==> config.mk <==
export PLATFORM = sky130hd
export DESIGN_NAME = ex_mem_stage
export DESIGN_NICKNAME = d
export VERILOG_FILES = /design/src/rtl/ex_mem_stage.sv
export SDC_FILE = /design/constraint.sdc
export NUM_CORES = 1
export LEC_CHECK = 0
export CAP_MARGIN = 20
export CORE_MARGIN = 4
export CORE_UTILIZATION = 48
export DETAILED_ROUTE_END_ITERATION = 10
export GPL_TIMING_DRIVEN = 0
export HOLD_SLACK_MARGIN = 0.05
export PLACE_DENSITY = 0.81
export SKIP_CTS_REPAIR_TIMING = 1
export SLEW_MARGIN = 5
export SYNTH_ARGS = -nofsm -noshare
export SYNTH_HDL_FRONTEND = slang
export SYNTH_SLANG_ARGS = --single-unit
==> constraint.sdc <==
create_clock -name clk -period 12.3 [get_ports clk]
set_clock_uncertainty 0.1 [all_clocks]
set_input_delay 2.46 -clock clk [delete_from_list [all_inputs] [get_ports clk]]
set_output_delay 2.46 -clock clk [all_outputs]
set_load 0.03 [all_outputs]
==> src/rtl/ex_mem_stage.sv <==
// ---------------------------------------------------------------------------
// ex_mem_stage
//   EX -> MEM pipeline boundary. EX result bundles are held in a two-entry
//   skid buffer (head + skid) with valid/ready handshakes on both sides.
//   The head entry drives the MEM/dcache bundle. An accepted taken branch
//   raises a one-cycle fetch redirect. Beats accepted while that redirect is
//   showing are wrong-path and are swallowed without reaching MEM.
//
//   Optional feature macro: EXMEM_MISALIGN_CHECK_EN
//     defined   : a misalignment flag is computed when a beat is accepted,
//                 stored with the entry and shown on mem_misalign.
//     undefined : mem_misalign is tied low and no check logic exists.
// ---------------------------------------------------------------------------
module ex_mem_stage #(
    parameter int DATA_W = 32,
    parameter int ADDR_W = 32,
    parameter int RD_W   = 5
) (
    input  logic              clk,
    input  logic              rst_n,
    input  logic              flush,
    // EX side
    input  logic              ex_valid,
    output logic              ex_ready,
    input  logic [DATA_W-1:0] EX_AluData,
    input  logic [ADDR_W-1:0] EX_BranchPC,
    input  logic              EX_BranchFlag,
    input  logic              EX_LdStFlag,
    input  logic [2:0]        IDEX_LdType,
    input  logic [1:0]        IDEX_StType,
    input  logic [DATA_W-1:0] ex_stdata,
    input  logic [RD_W-1:0]   ex_rd,
    // MEM side
    output logic              mem_valid,
    input  logic              mem_ready,
    output logic [DATA_W-1:0] mem_aludata,
    output logic [DATA_W-1:0] mem_stdata,
    output logic [RD_W-1:0]   mem_rd,
    output logic [2:0]        mem_ldtype,
    output logic [1:0]        mem_sttype,
    output logic              mem_ldst,
    // fetch redirect
    output logic              br_redirect,
    output logic [ADDR_W-1:0] br_target,
    // alignment flag for the head bundle
    output logic              mem_misalign
);

    // One buffer entry. The misalign bit only exists when the check is built.
    typedef struct packed {
        logic [DATA_W-1:0] alu;
        logic [DATA_W-1:0] stdata;
        logic [RD_W-1:0]   rd;
        logic [2:0]        ldtype;
        logic [1:0]        sttype;
        logic              ldst;
`ifdef EXMEM_MISALIGN_CHECK_EN
        logic              mis;
`endif
    } bundle_t;

    typedef enum logic [1:0] {
        S_EMPTY = 2'd0,
        S_ONE   = 2'd1,
        S_FULL  = 2'd2
    } state_t;

`ifdef EXMEM_MISALIGN_CHECK_EN
    // Halfword accesses need addr[0]==0, word accesses need addr[1:0]==0.
    // Load type 2/5 = LH/LHU, 3 = LW; store type 2 = SH, 3 = SW.
    function automatic logic misaligned(input logic       ldst,
                                        input logic [2:0] ldtype,
                                        input logic [1:0] sttype,
                                        input logic [1:0] addr_lo);
        logic half_acc;
        logic word_acc;
        half_acc = (ldtype == 3'd2) || (ldtype == 3'd5) || (sttype == 2'd2);
        word_acc = (ldtype == 3'd3) || (sttype == 2'd3);
        return ldst && ((half_acc && addr_lo[0]) ||
                        (word_acc && (addr_lo != 2'b00)));
    endfunction
`endif

    state_t            state_p1;
    state_t            state_nxt;
    logic              ex_ready_p1;
    logic              vld_p1;
    logic              br_redirect_p1;
    logic [ADDR_W-1:0] br_target_p1;
    bundle_t           in_p0;
    bundle_t           head_p1;
    bundle_t           skid_p1;

    logic              accept;
    logic              load;
    logic              retire;
    logic              head_from_in;
    logic              head_from_skid;
    logic              skid_from_in;

    // ---- stage p0: incoming EX bundle -------------------------------------
    always_comb begin
        in_p0        = '0;
        in_p0.alu    = EX_AluData;
        in_p0.stdata = ex_stdata;
        in_p0.rd     = ex_rd;
        in_p0.ldtype = IDEX_LdType;
        in_p0.sttype = IDEX_StType;
        in_p0.ldst   = EX_LdStFlag;
`ifdef EXMEM_MISALIGN_CHECK_EN
        in_p0.mis    = misaligned(EX_LdStFlag, IDEX_LdType, IDEX_StType,
                                  EX_AluData[1:0]);
`endif
    end

    // A beat is consumed whenever valid meets ready, but it only enters the
    // buffer if it is neither flushed nor on the wrong path of a redirect.
    assign accept = ex_valid && ex_ready_p1;
    assign load   = accept && !flush && !br_redirect_p1;
    assign vld_p1 = (state_p1 != S_EMPTY);
    assign retire = vld_p1 && mem_ready;

    // ---- stage p1: buffer state and entries -------------------------------
    // State register; ex_ready is registered from the next state so it has
    // no combinational path from mem_ready.
    always_ff @(posedge clk or negedge rst_n) begin
        if (!rst_n) begin
            state_p1    <= S_EMPTY;
            ex_ready_p1 <= 1'b1;
        end else begin
            state_p1    <= state_nxt;
            ex_ready_p1 <= (state_nxt != S_FULL);
        end
    end

    // Next-state logic; flush overrides every simultaneous transfer.
    always_comb begin
        state_nxt = state_p1;
        if (flush) begin
            state_nxt = S_EMPTY;
        end else begin
            case (state_p1)
                S_EMPTY: if (load) state_nxt = S_ONE;
                S_ONE: begin
                    if (load && !retire)      state_nxt = S_FULL;
                    else if (!load && retire) state_nxt = S_EMPTY;
                end
                S_FULL:  if (retire) state_nxt = S_ONE;
                default: state_nxt = S_EMPTY;
            endcase
        end
    end

    // Entry-move controls derived from the current state and transfers.
    always_comb begin
        head_from_in   = 1'b0;
        head_from_skid = 1'b0;
        skid_from_in   = 1'b0;
        if (!flush) begin
            case (state_p1)
                S_EMPTY: head_from_in = load;
                S_ONE: begin
                    head_from_in = load && retire;
                    skid_from_in = load && !retire;
                end
                S_FULL:  head_from_skid = retire;
                default: ;
            endcase
        end
    end

    // Head entry: only rewritten when empty or while retiring, so a bundle
    // stalled by MEM stays stable.
    always_ff @(posedge clk or negedge rst_n) begin
        if (!rst_n) begin
            head_p1 <= '0;
        end else if (head_from_in) begin
            head_p1 <= in_p0;
        end else if (head_from_skid) begin
            head_p1 <= skid_p1;
        end
    end

    // Skid entry catches the beat that arrives while the head is stalled.
    always_ff @(posedge clk) begin
        if (skid_from_in) begin
            skid_p1 <= in_p0;
        end
    end

    // One-cycle redirect for a taken branch that actually enters the buffer.
    always_ff @(posedge clk or negedge rst_n) begin
        if (!rst_n) begin
            br_redirect_p1 <= 1'b0;
            br_target_p1   <= '0;
        end else begin
            br_redirect_p1 <= load && EX_BranchFlag;
            if (load && EX_BranchFlag) begin
                br_target_p1 <= EX_BranchPC;
            end
        end
    end

    assign ex_ready    = ex_ready_p1;
    assign mem_valid   = vld_p1;
    assign mem_aludata = head_p1.alu;
    assign mem_stdata  = head_p1.stdata;
    assign mem_rd      = head_p1.rd;
    assign mem_ldtype  = head_p1.ldtype;
    assign mem_sttype  = head_p1.sttype;
    assign mem_ldst    = head_p1.ldst;
    assign br_redirect = br_redirect_p1;
    assign br_target   = br_target_p1;

`ifdef EXMEM_MISALIGN_CHECK_EN
    assign mem_misalign = vld_p1 && head_p1.mis;
`else
    assign mem_misalign = 1'b0;
`endif

endmodule

==> metrics.txt, run 1 <==
synth warn 0; CTS max path bufs 2; Die W about 140 µm; Core Rows 46; Mapped Cells between 400 and 500; Via density between 4 and 5; Ports 224; Setup-failing EPs final 0; placed cell areas 10400 µm²; syn nets between 500 and 600; fin nets 776; Final Critical Period roughly 4800 ps; R2R Path End skid_p1[73]; layout cells sized above 1 0.376; R2R cell count 8; Area growth syn-to-layout 41.8%; fin crit share 0.389; Seq/Total Area, Yosys 0.646; ys async rst share 0.597; Worst Hold Slack 406 ps; min setup slack post-route about 7500 ps; Hold Path Class register to register; CTS sink count 186; antenna violations before repair 0; TritonRoute pass-1 iters 4; Place WS 7040 ps; fin. max-slew vios 0; synth unique cells 24; total track usage 0.194; Fillers 1076; # DRC 0; crit path from ex_valid; ys flop type dfrtp_1; Hold Path Sink br_target[2]; max_cap viols 0; TritonCTS Buffers 17; GRT Residual Overflow 0; Slowest cell on crit path nor4_2; CP Capture Type register; clock root buffer clkbuf_16; starting density of the core 0.490; vias in the first global route 5035; WL/cell 19.7 µm; largest net degree at the start of global routing slightly below 60; Die H 135 µm; commonest non-fill, non-tap cell in the layout clkdlybuf4s50_1; final hold vios 0; worst reg2reg startpoint ex_ready; H-tree depth 4; antenna fix cells 0; CTS tree built; Worst Path Max Fanout 8; worst vdd ir ~0.12 mV; WP data required 12340 ps; Syn Area/Cell 19.0 µm²; Final Instance Area 11000 µm²; later-pin clock latency in the skew report 420 ps; slowest stage delay, CP 560 ps; core area 15900 µm²; R2R Setup Slk 9480 ps; fmax 0.209 GHz; Hold Path Depth 1; HP Start br_target[2]; PD cells around 180 nW/µm²; worst path cell trace clkdlybuf4s50_1 > nand3b_1 > nor4_2 > buf_4 > buf_4 > buf_4 > buf_6 > buf_4 > buf_4; Least-Margin Pin Slew 602 ps; critical path launch point type input port; number of synthesized flops with an enable pin 75; ANT nets after route 0; Leak Pwr between 4 and 5 nW; Worst EP arrival 4810 ps; flops & latches, synth 186; dpl hpwl 12600 µm; outcome finished clean; Max transition margin 0.596; clock transition at the registers of the reported paths 70 ps; critical path class input port to register; PortBufs 222; final wirelength ~18000 µm; Via Count 4458; unrepaired setup endpoints after global routing false; initial DRC count 192; DIE AREA 18300 µm²; post-layout util 0.695; first-pass GRT wire length 27300 µm; most frequent cells in the layout clkdlybuf4s50_1, dfrtp_1, mux2_4; most used cell, CP buf_4; Routability Congestion 0.729; Mapped Area 7790 µm²
==> cell usage after synthesis (2+ instances only) <==
library cell,count,area share
buf_12,5,0.013
buf_2,8,0.0051
buf_4,6,0.0058
dfrtp_1,110,0.35
edfxtp_1,75,0.29
inv_1,2,0.00096
mux2_2,82,0.12
mux2_4,100,0.19
nand2_1,2,0.00096
nand3b_1,2,0.0019
nor2_1,3,0.0014
or2_2,2,0.0016
==> stage by stage <==
stage	power, W	instances	setup TNS [ps]
finish	0.00201	892	0
global route	0.00209	892	0
CTS	0.00203	892	0
detailed placement	0.00143	860	0
global placement	0.00142	847	-222730
floorplan	0.00116	409	0
==> report_power, final <==
part / switching, W / total (W) / internal, W
logic: 0.000297 / 0.000634 / 0.000337
registers: 0.0000506 / 0.000787 / 0.000737
clock network: 0.000243 / 0.000589 / 0.000346
==> flip-flops by register name, indices dropped and copies added, names as in the netlist <==
signal,count
mem_ldtype,3
mem_sttype,2
mem_ldst,1
br_redirect,1
mem_aludata,32
skid_p1,75
state_p1,2
br_target,32
mem_stdata,32
mem_rd,5
ex_ready,1
==> routing by layer <==
metal  vias to the layer above  routed length (µm)  track usage
li1                       2019                   -            -
met1                      2238                7040        0.232
met2                       172                8940        0.327
met3                        29                1260       0.0706
met4                         0                 367       0.0666
met5                         -                   0            0
==> logic make-up (layout without fill, tap and decap cells) <==
group	Yosys count	after routing	synth area share
AND/OR/NAND/NOR	14	14	0.0120
AO/OA/AOI/OAI	3	3	0.00273
flip-flops	186	186	0.646
other	1	1	0.000481
multiplexers	183	183	0.313
buffers and inverters	22	289	0.0262
==> layout make-up <==
type                       instances  area, µm²  area share
buffer                            20        196      0.0178
clock buffer                      17        425      0.0385
clock inverter                    15        210      0.0190
inverter                           2       7.51    0.000680
multi-input combinational        201       2560       0.232
sequential                       186       5030       0.455
tap                              216        270      0.0245
timing repair buffer             235       2340       0.212
==> critical path: cells and delay by family <==
kind                   cells  cell delay (ps)
AND/OR/NAND/NOR            2              710
buffers and inverters      7             1640
==> how the worst max path moves through the flow <==
stage / end / slack (ps)
finish: skid_p1[73] / 7520
global route: skid_p1[73] / 7330
CTS: skid_p1[3] / 7500
detailed placement: skid_p1[27] / 7040
global placement: skid_p1[37] / -2970
floorplan: skid_p1[0] / 1710
(Power assumes the default switching activity.)
==> inputs of run 2 (changes only) <==
--- a/config.mk
+++ b/config.mk
@@ -7,11 +7,11 @@
 export LEC_CHECK = 0
 export CAP_MARGIN = 20
 export CORE_MARGIN = 4
-export CORE_UTILIZATION = 48
+export CORE_UTILIZATION = 43
 export DETAILED_ROUTE_END_ITERATION = 10
 export GPL_TIMING_DRIVEN = 0
 export HOLD_SLACK_MARGIN = 0.05
-export PLACE_DENSITY = 0.81
+export PLACE_DENSITY = 0.76
 export SKIP_CTS_REPAIR_TIMING = 1
 export SLEW_MARGIN = 5
 export SYNTH_ARGS = -nofsm -noshare
==> constraint.sdc (replaced) <==
create_clock -name clk -period 4.2 [get_ports clk]
set_clock_uncertainty 0.1 [all_clocks]
set_input_delay 0.84 -clock clk [delete_from_list [all_inputs] [get_ports clk]]
set_output_delay 0.84 -clock clk [all_outputs]
set_load 0.03 [all_outputs]
==> run 2 against run 1 <==
Wire length down 4.9%. Critical path depth is 7 lower. Count of clock-buffer cells in the layout rose by 1. Clock power grew to 2.6 times the previous value. Global-route usage decreased by 2.8 points. Sequential share of layout area rose by 0.30 points. Largest power group unchanged.
==> metrics.txt, run 2 (synthesized netlist as in run 1, its figures left out) <==
GR Util met1 0.193; Place WS 951 ps; met2 usage 0.282; Worst EP arrival 1860 ps; core area 17500 µm²; R2R Path End skid_p1[33]; min setup slack post-route 1400 ps; Worst Hold Slack 261 ps; max_cap viols 0; R2R Setup Slk approximately 1800 ps; Ports 224; most flop-heavy register skid_p1; Hold Path Class input port to asynchronous set/reset pin; Die H 143 µm; antenna fix cells 0; Leak Pwr between 4 and 5 nW; final wirelength 16800 µm; CP Capture Type output pin; initial DRC count 94; Core Rows 48; global routing met3 resource utilization 0.0726; critical path class register to output pin; ANT nets after route 0; Via density 4.87; Pwr Total 0.00566 W; Final Critical Period 2800 ps; fin crit share 0.667; Clk pwr share 0.267; Area growth syn-to-layout 40.9%; GRT Residual Overflow 0; fin. max-slew vios 0; first-pass GRT wire length 26200 µm; unrepaired setup endpoints after global routing false; max reg flops 75; starting density of the core 0.444; clock transition at the registers of the reported paths 70 ps; commonest non-fill, non-tap cell in the layout clkdlybuf4s50_1; CTS max path bufs 2; WL/cell 18.7 µm; vias in the first global route 4990; R2R cell count 5; Via Count 4358; PortBufs 222; Least-Margin Pin Slew roughly 700 ps; P_sw 0.00174 W; clock root buffer clkbuf_16; Pint 0.00393 W; layer with the highest usage met2; Final Instance Area roughly 11000 µm²; H-tree depth 4; outcome finished clean; final hold vios 0; dpl hpwl 12200 µm; # DRC 0; Setup-failing EPs final 0; later-pin clock latency in the skew report 420 ps; PD cells about 520 nW/µm²; antenna violations before repair 0; fmax 0.357 GHz; layout cells sized above 1 0.369; TritonCTS Buffers 17; Max transition margin 0.517; fin nets 770; register share of total power 0.407; CTS tree built; most frequent cells in the layout clkdlybuf4s50_1, dfrtp_1, mux2_4; Gate power share 0.326; WP data required between 3000 and 4000 ps; sw frac 0.307; placed cell areas 10400 µm²; Die W around 140 µm; worst vdd ir 0.358 mV; worst reg2reg startpoint ex_ready; CTS sink count between 150 and 200; Worst Path Max Fanout 9; Routability Congestion 0.777; DIE AREA ~20000 µm²; total track usage 0.166; largest net degree at the start of global routing 61; TritonRoute pass-1 iters 4; critical path launch point type register
## run 2: changes by cell type in the layout (fill, tap and decap cells not counted), moves of 2 or more
| cell | before | now |
|---|---|---|
| inv_8 | 1 | 4 |
| clkinv_2 | 2 | 0 |
| buf_6 | 3 | 5 |
| buf_4 | 17 | 6 |
| inv_6 | 6 | 3 |
| clkinv_4 | 1 | 5 |
| buf_8 | 0 | 3 |
| bufinv_16 | 4 | 0 |
## run 2: how the worst max path moves through the flow
stage | start | to | cells after the start
2_1_floorplan | ex_valid | skid_p1[0] | 2
3_3_place_gp | rst_n | mem_stdata[9] | 1
3_5_place_dp | ex_valid | skid_p1[39] | 6
4_1_cts | state_p1[1] | mem_valid | 2
5_1_grt | ex_valid | skid_p1[33] | 6
6_report | state_p1[1] | mem_valid | 2
## run 2: metal layers
metal	wire [µm]	part of all wire
met3	1420	0.084
met2	8570	0.51
met4	207	0.012
met1	6560	0.39
met5	0	0
## run 2: cell type report
type | instances | area (µm²)
fillers | 1290 | 6560
flip-flops and latches | 186 | 5030
multi-input cells | 201 | 2570
repair buffers | 229 | 2330
clock buffers | 18 | 429
well taps | 225 | 282
plain buffers | 20 | 196
clock inverters | 14 | 130
inverters | 2 | 7.51
## run 2: critical path, stage by stage, from the launching register on
cell             delay, ps
dfrtp_1                480
or2_2                  340
clkdlybuf4s50_1        630
## run 2: power by group through the flow
stage	logic (W)	clock network (W)	registers, W
5_1_grt	0.00193	0.00165	0.00234
3_5_place_dp	0.00186	0	0.00234
2_1_floorplan	0.000581	0	0.00283
4_1_cts	0.00187	0.00156	0.00231
3_3_place_gp	0.00182	0	0.00232
6_report	0.00185	0.00151	0.00230
## run 2: through the flow
| step | TNS (ps) | util | std cells |
|---|---|---|---|
| 2_1_floorplan | 0 | - | 409 |
| 3_3_place_gp | -379000 | 0.588 | 856 |
| 3_5_place_dp | 0 | 0.594 | 863 |
| 4_1_cts | 0 | 0.626 | 895 |
| 5_1_grt | 0 | 0.626 | 895 |
| 6_report | 0 | 0.626 | 895 |
==> inputs of run 3 (changes only) <==
--- a/config.mk
+++ b/config.mk
@@ -7,11 +7,11 @@
 export LEC_CHECK = 0
 export CAP_MARGIN = 20
 export CORE_MARGIN = 4
-export CORE_UTILIZATION = 43
+export CORE_UTILIZATION = 48
 export DETAILED_ROUTE_END_ITERATION = 10
 export GPL_TIMING_DRIVEN = 0
 export HOLD_SLACK_MARGIN = 0.05
-export PLACE_DENSITY = 0.76
+export PLACE_DENSITY = 0.81
 export SKIP_CTS_REPAIR_TIMING = 1
 export SLEW_MARGIN = 5
 export SYNTH_ARGS = -nofsm -noshare
==> constraint.sdc (replaced) <==
create_clock -name clk -period 2.6 [get_ports clk]
set_clock_uncertainty 0.1 [all_clocks]
set_input_delay 0.52 -clock clk [delete_from_list [all_inputs] [get_ports clk]]
set_output_delay 0.52 -clock clk [all_outputs]
set_load 0.03 [all_outputs]
==> run 3 against run 2 <==
Largest power group unchanged. Clock power rose by 60%. Design area is 0.17% higher. Die area decreased by 9.8%. Critical endpoint unchanged. Register-to-register slack worse by 1200 ps. Sequential power increased by 62%. Utilization rose by 6.6 points. Largest cell class unchanged. Hold slack gained 140 ps. Non-clock buffer count up 4. Combinational power grew 62%. Flip-flop and latch count stayed put.
==> metrics.txt, run 3 (synthesized netlist as in run 1, its figures left out) <==
sw frac 0.292; global routing met3 resource utilization 0.0724; Clk pwr share 0.265; TritonCTS Buffers 17; starting density of the core 0.490; Ports about 220; PD cells approximately 830 nW/µm²; Pwr Total ~0.0091 W; DIE AREA 18300 µm²; max_cap viols 0; antenna violations before repair 0; worst reg2reg startpoint ex_ready; critical path class register to output pin; Worst Hold Slack 404 ps; clock transition at the registers of the reported paths around 60 ps; Least-Margin Pin Slew around 580 ps; crit path from state_p1[1]; vias in the first global route 4963; antenna fix cells 0; ANT nets after route 0; Worst EP arrival around 1900 ps; Fillers ~1100; PortBufs 222; Pint 0.00647 W; worst vdd ir 0.490 mV; unrepaired setup endpoints after global routing false; Final Critical Period 2480 ps; FF/Latch Area 5030 µm²; core area ~16000 µm²; Worst Path Max Fanout 9; CTS sink count roughly 190; largest net degree at the start of global routing 60; first-pass GRT wire length 26800 µm; initial DRC count 98; final hold vios 0; most flop-heavy register skid_p1; fin nets about 770; Max transition margin 0.616; fmax approximately 0.40 GHz; Gate power share 0.328; Via Count 4400; most frequent cells in the layout clkdlybuf4s50_1, dfrtp_1, mux2_4; later-pin clock latency in the skew report 420 ps; TritonRoute pass-1 iters 4; Leak Pwr 4.50 nW; Die W 135 µm; Setup-failing EPs final 0; CP Capture Type output pin; multi-input logic area 2570 µm²; setup TNS 0 ps; Core Rows 46; min setup slack post-route 117 ps; Area growth syn-to-layout 41.1%; Routability Congestion 0.738; GRT Residual Overflow 0; layer with the highest usage met2; max reg flops 75; Finished Layout Cells 890; CTS max path bufs 2; dpl hpwl 12200 µm; Die H 135 µm; Place WS -346 ps; outcome finished clean; commonest non-fill, non-tap cell in the layout clkdlybuf4s50_1; final wirelength 16800 µm; critical path launch point type register; met2 usage 0.311; P_sw 0.00267 W; Via density 4.94; CTS tree built; cell count after placement 854; WL/cell ~19 µm; H-tree depth 4; fin. max-slew vios 0; total track usage 0.187; fin crit share 0.955; HP Start br_target[6]; R2R Setup Slk 590 ps; register share of total power 0.407; layout cells sized above 1 0.364; GR Util met1 0.227; WP data required 1980 ps; # DRC 0; clock root buffer clkbuf_16; Hold Path Class register to register
[run 3: cell types whose count changed in the layout (fill, tap and decap cells not counted)]
cell / previous run / this run
clkbuf_16: 17 / 19
clkbuf_8: 0 / 2
inv_4: 0 / 2
clkinv_4: 5 / 1
inv_6: 3 / 0
dlygate4sd3_1: 0 / 1
clkbuf_1: 1 / 6
buf_4: 6 / 9
clkinvlp_4: 2 / 0
inv_8: 4 / 0
clkinv_2: 0 / 2
[run 3: layout make-up]
type / count / share of cell area
repair buffers: 233 / 0.215
plain buffers: 20 / 0.0179
clock buffers: 27 / 0.0478
flip-flops and latches: 186 / 0.458
clock inverters: 5 / 0.00285
well taps: 216 / 0.0246
multi-input cells: 201 / 0.234
inverters: 2 / 0.000683
[run 3: worst paths after layout]
kind,endpoint,cells after the start
max,mem_valid,2
min,br_target[6],1
max reg2reg,skid_p1[48],6
min reg2reg,br_target[6],1
max in group asynchronous,mem_aludata[15],3
min in group asynchronous,mem_stdata[3],2
[run 3: through the flow]
| step | utilization | area (µm²) |
|---|---|---|
| 2_1_floorplan | - | 7800 |
| 3_3_place_gp | 0.648 | 10300 |
| 3_5_place_dp | 0.655 | 10400 |
| 4_1_cts | 0.690 | 11000 |
| 5_1_grt | 0.692 | 11000 |
| 6_report | 0.692 | 11000 |
[run 3: critical path, cell delays in order (launching register included)]
cell,delay [ps]
dfrtp_1,480
or2_2,340
clkdlybuf4s50_1,620
[run 3: power groups by stage]
stage / sequential, W / clock, W / combinational (W)
after floorplan: 0.00457 / 0 / 0.000938
after global placement: 0.00376 / 0 / 0.00294
after detailed placement: 0.00378 / 0 / 0.00300
after CTS: 0.00373 / 0.00247 / 0.00303
after global routing: 0.00377 / 0.00260 / 0.00314
final: 0.00372 / 0.00242 / 0.00300
[run 3: routing by layer]
metal  routed length [µm]  share of wire  vias up
met5                    0              0        -
met4                  259          0.015        0
met3                 1450          0.086       19
met2                 8480           0.50      151
met1                 6650           0.39     2218
li1                     -              -     2012
